<file path="src/rtl/neg_pkg.sv">
// Shared constants and state encoding for the chunked negation engine.
package neg_pkg;

  localparam int SIZE_DEF  = 64;
  localparam int CHUNK_DEF = 16;

  localparam logic [1:0] S_IDLE = 2'd0;
  localparam logic [1:0] S_BUSY = 2'd1;
  localparam logic [1:0] S_DONE = 2'd2;

  // Most-negative operand; its negation is not representable.
  localparam logic [SIZE_DEF-1:0] MIN_VAL = {1'b1, {(SIZE_DEF-1){1'b0}}};

  typedef enum logic [1:0] {
    ST_IDLE = S_IDLE,
    ST_BUSY = S_BUSY,
    ST_DONE = S_DONE
  } state_e;

endpackage

</file>
<file path="src/rtl/neg_chunk.sv">
// One CHUNK-wide slice of a two's-complement negator: {cout, s} = ~a + cin,
// built as an inverter stage feeding a ripple chain of full-adder cells.
module neg_chunk #(
  parameter int CHUNK = 16
) (
  input  logic [CHUNK-1:0] a,
  input  logic             cin,
  output logic [CHUNK-1:0] s,
  output logic             cout
);

  logic [CHUNK-1:0] w_na;
  logic [CHUNK-1:0] w_b;
  logic [CHUNK:0]   w_c;

  assign w_na   = ~a;
  assign w_b    = '0;
  assign w_c[0] = cin;

  for (genvar i = 0; i < CHUNK; i++) begin : g_fa
    logic w_p;
    assign w_p      = w_na[i] ^ w_b[i];
    assign s[i]     = w_p ^ w_c[i];
    assign w_c[i+1] = (w_na[i] & w_b[i]) | (w_p & w_c[i]);
  end

  assign cout = w_c[CHUNK];

endmodule

</file>
<file path="src/rtl/neg_sched.sv">
// Shared multi-cycle negation engine: round-robin arbitration between two
// requesters, CHUNK bits negated per BUSY cycle with the carry held between
// cycles, result returned over a valid/ready handshake.
module neg_sched
  import neg_pkg::*;
#(
  parameter int SIZE  = SIZE_DEF,
  parameter int CHUNK = CHUNK_DEF
) (
  input  logic            clk,
  input  logic            rst,
  input  logic            req0_valid,
  input  logic [SIZE-1:0] req0_a,
  output logic            req0_ready,
  input  logic            req1_valid,
  input  logic [SIZE-1:0] req1_a,
  output logic            req1_ready,
  output logic            res_valid,
  input  logic            res_ready,
  output logic [SIZE-1:0] res_data,
  output logic            res_id,
  output logic            res_ovf,
  output logic            busy
);

  localparam int K     = SIZE / CHUNK;
  localparam int IDX_W = (K > 1) ? $clog2(K) : 1;
  localparam logic [IDX_W-1:0] LAST_IDX = IDX_W'(K - 1);
  localparam logic [SIZE-1:0]  L_MIN    = {1'b1, {(SIZE-1){1'b0}}};

  state_e           r_state;
  state_e           w_next;
  logic             r_last;
  logic [SIZE-1:0]  r_op;
  logic [SIZE-1:0]  r_res;
  logic             r_id;
  logic             r_ovf;
  logic             r_carry;
  logic [IDX_W-1:0] r_idx;

  logic             w_rdy0;
  logic             w_rdy1;
  logic             w_accept;
  logic [SIZE-1:0]  w_a;
  logic [CHUNK-1:0] w_slice;
  logic [CHUNK-1:0] w_s;
  logic             w_cout;

  // Arbitration and next-state: grants only in IDLE, never both at once.
  always_comb begin
    w_next = r_state;
    w_rdy0 = 1'b0;
    w_rdy1 = 1'b0;
    case (r_state)
      ST_IDLE: begin
        w_rdy0 = req0_valid & (~req1_valid | r_last);
        w_rdy1 = req1_valid & (~req0_valid | ~r_last);
        if (w_rdy0 | w_rdy1) w_next = ST_BUSY;
      end
      ST_BUSY: if (r_idx == LAST_IDX) w_next = ST_DONE;
      ST_DONE: if (res_ready) w_next = ST_IDLE;
      default: w_next = ST_IDLE;
    endcase
  end

  assign w_accept = w_rdy0 | w_rdy1;
  assign w_a      = w_rdy1 ? req1_a : req0_a;

  // Select the operand chunk addressed by the current index.
  always_comb begin
    w_slice = '0;
    for (int k = 0; k < K; k++) begin
      if (r_idx == IDX_W'(k)) w_slice = r_op[k*CHUNK +: CHUNK];
    end
  end

  neg_chunk #(.CHUNK(CHUNK)) u_chunk (
    .a    (w_slice),
    .cin  (r_carry),
    .s    (w_s),
    .cout (w_cout)
  );

  // State register.
  always_ff @(posedge clk) begin
    if (rst) r_state <= ST_IDLE;
    else     r_state <= w_next;
  end

  // Operand capture on accept, chunk-by-chunk result build while BUSY.
  always_ff @(posedge clk) begin
    if (rst) begin
      r_last  <= 1'b1;
      r_op    <= '0;
      r_res   <= '0;
      r_id    <= 1'b0;
      r_ovf   <= 1'b0;
      r_carry <= 1'b0;
      r_idx   <= '0;
    end else if (r_state == ST_IDLE) begin
      if (w_accept) begin
        r_op    <= w_a;
        r_id    <= w_rdy1;
        r_last  <= w_rdy1;
        r_ovf   <= (w_a == L_MIN);
        r_res   <= '0;
        r_carry <= 1'b1;
        r_idx   <= '0;
      end
    end else if (r_state == ST_BUSY) begin
      for (int k = 0; k < K; k++) begin
        if (r_idx == IDX_W'(k)) r_res[k*CHUNK +: CHUNK] <= w_s;
      end
      r_carry <= w_cout;
      r_idx   <= r_idx + IDX_W'(1);
    end
  end

  assign req0_ready = w_rdy0;
  assign req1_ready = w_rdy1;
  assign res_valid  = (r_state == ST_DONE);
  assign busy       = (r_state != ST_IDLE);
  assign res_data   = r_res;
  assign res_id     = r_id;
  assign res_ovf    = r_ovf;

endmodule
</file>
<file path="config.mk">
export PLATFORM = sky130hd
export DESIGN_NAME = neg_sched
export DESIGN_NICKNAME = d
export VERILOG_FILES = /design/src/rtl/neg_pkg.sv /design/src/rtl/neg_chunk.sv /design/src/rtl/neg_sched.sv
export SDC_FILE = /design/constraint.sdc
export NUM_CORES = 1
export LEC_CHECK = 0
export BUFFER_PORTS_ARGS = -buffer_cell sky130_fd_sc_hd__buf_2
export CORE_ASPECT_RATIO = 1.5
export CORE_MARGIN = 2
export CORE_UTILIZATION = 40
export CTS_CLUSTER_SIZE = 40
export DETAILED_ROUTE_END_ITERATION = 6
export SYNTH_ARGS = -nofsm -noshare
export SYNTH_HDL_FRONTEND = slang
export SYNTH_HIERARCHICAL = 1
export SYNTH_SLANG_ARGS = --single-unit
</file>
<file path="constraint.sdc">
create_clock -name clk -period 5.71 [get_ports clk]
set_input_delay 1.4275 -clock clk [delete_from_list [all_inputs] [get_ports clk]]
set_output_delay 1.4275 -clock clk [all_outputs]
set_load 0.01 [all_outputs]
</file>
==> metrics.txt <==
PortBufs 202; Max H-tree Level 4; Post-synth EDFFs 0; Cell Pwr Density 320 mW/mm²; Tot GR Track Use 0.245; clock-pin slew on the worst setup and hold paths 0.06 ns; crit path max fanout 25; # rows 57; effective utilization at floorplan 0.409; leakage dissipation 3.47 nW; synthesized instance count 812; Max Cap Violations 0; clk_lat worst skew 0.42 ns; RSZ-0062 raised after global routing no; DP HPWL 16100 µm; synth unique cells 35; status completed; initial antenna violation count 0; Post-Syn Nets 965; complex-gate fraction of the synthesized area 0.244; Top FF cell, synth dfxtp_1; Routed Antenna Nets 0; Peak VDD IR 0.000198 V; share of cells above drive strength 1 0.292; CP max stage cell dfxtp_1; post-CTS setup buffers 0; DR vias 6565; Adder-Cell Fraction of Synth Area 0.0376; skew final 0.00873 ns; setup TNS 0 ns; sequential cell area 0.00272 mm²; area share of the largest cell type after synthesis 0.409; WL/cell 18.3 µm; DRT iter0 DRCs 472; Worst EP required 5.99 ns; Seq cells post-synth 136; post-synthesis sequential area ratio 0.409; Overflow after GRT 0; Synth area leaders dfxtp_1 (41%), nand2_1 (9.3%), a311oi_2 (9.0%), nor2_1 (7.7%), a22oi_1 (7.2%); commonest non-fill, non-tap cells in the layout buf_2 (201), nand2_1 (165), nor2_1 (136), dfxtp_1 (136), a22oi_1 (64); Worst Setup Start Kind register; Worst Hold Depth 2; CP most frequent cell ha_1; largest net degree at the start of global routing 77; worst hold slack 0.474 ns; DRC viols 0; FFs w/ async S/R, synth 0; maximum clock insertion buffer count 2; simple-gate share of the synthesized area 0.242; Post-Synthesis Cell Area 0.00665 mm²; minimum clock period 4.82 ns; Worst Max-Slew Pin Slew 1.23 ns; Root Driver clkbuf_16; die area 0.0177 mm²; Critical Path End Type register; fin. max-slew vios 0; Inserted Clock Buffers 17; DIE WIDTH 109 µm; vias in the first global route 6062; post-route clock period utilization 0.844; Hold Crit Class reg -> reg; Synth Area per Inst 8.19 µm²; crit path DAT 5.10 ns; Total Wirelength 21800 µm; antenna cells 0; Final #Nets 1125; fmax 0.208 GHz; post-synthesis mux area share 0; first-pass GRT wire length 33000 µm; Core ar. 0.0163 mm²; Fillers 1650; area taken by multi-input logic gates 0.00349 mm²; slowest cell delay on critical path 0.36 ns; relative slew slack 0.176; TritonRoute pass-1 iters 5; Top-Level Pins 203; clock sink count 136; CTS tree yes; Synth area leader dfxtp_1; chip height 162 µm; commonest non-fill, non-tap cell in the layout buf_2; post-CTS sizing 0; CTS Hold Bufs 0; Syn. warnings 6; Placer Congestion 0.880; routed vias/inst 5.51; main combinational cell family by area after synthesis compound AO/OA/AOI/OAI gates; Syn-to-layout area delta 23.2%; Synth Area in XOR/XNOR 0; Final Hold Viols 0; Worst R2R Path Depth 25; kind of critical path reg -> reg; Setup Viol. Count Final 0
-- flip-flops by register name (all words and copies together), names as in the netlist --
signal	flops
r_idx	2
res_ovf	1
r_carry	1
res_id	1
r_last	1
res_data	64
r_state	2
r_op	64
-- stage by stage --
stage	area [µm²]	std cells	power [W]	setup slack (ns)	util
floorplan	6650	812	0.00140	1.21	-
global placement	7630	1159	0.00158	0.979	0.469
detailed placement	7630	1159	0.00159	0.911	0.469
CTS	8200	1191	0.00264	0.875	0.504
global route	8200	1191	0.00274	0.558	0.504
finish	8200	1191	0.00262	0.892	0.504
-- cell type report --
class,instances,area share
clock buffer,17,0.0519
clock inverter,15,0.0174
inverter,23,0.0107
multi-input combinational,584,0.425
sequential,136,0.332
tap,206,0.0314
timing repair buffer,210,0.131
-- cells by family after synthesis --
family | Yosys count
DFF | 136
and+or+nand+nor | 375
adders and majority gates | 20
buffers and inverters | 92
AOI/OAI and AO/OA | 189
-- path summary, 6_finish.rpt --
path | startpoint | to | slack [ns]
setup reg to reg | r_idx[1] | res_data[47] | 0.89
hold reg to reg | res_ovf | res_ovf | 0.47
hold / removal | res_ovf | res_ovf | 0.47
setup / recovery | r_idx[1] | res_data[47] | 0.89
-- metal layers --
layer,track usage,vias to the layer above,part of all wire
met4,0.109,0,0.034
met2,0.429,216,0.52
met1,0.295,3101,0.40
met5,0,-,0
met3,0.0341,44,0.044
li1,-,3204,-
-- worst max-delay path: cells and delay by family (launching register included) --
family | cells | cell delay (ns)
and+or+nand+nor | 2 | 0.22
AOI/OAI and AO/OA | 4 | 0.55
adders and majority gates | 16 | 3.18
buffers and inverters | 3 | 0.38
DFF | 1 | 0.36
-- Yosys cell counts (all sizes together) (6+ instances only) --
cell and n:
ha 20, nor2 139, nand3b 16, o21ai 17
a21oi 39, buf 28, nand2 165, nand4 6
a311oi 64, dfxtp 136, nor3 7, clkbuf 41
nor4 28, inv 22, a22oi 64
-- where the power goes --
group	internal, W	switching, W
clock	0.000607	0.000447
sequential	0.00102	0.0000520
combinational	0.000187	0.000310
Note: power is estimated with default switching activity, not from simulation.
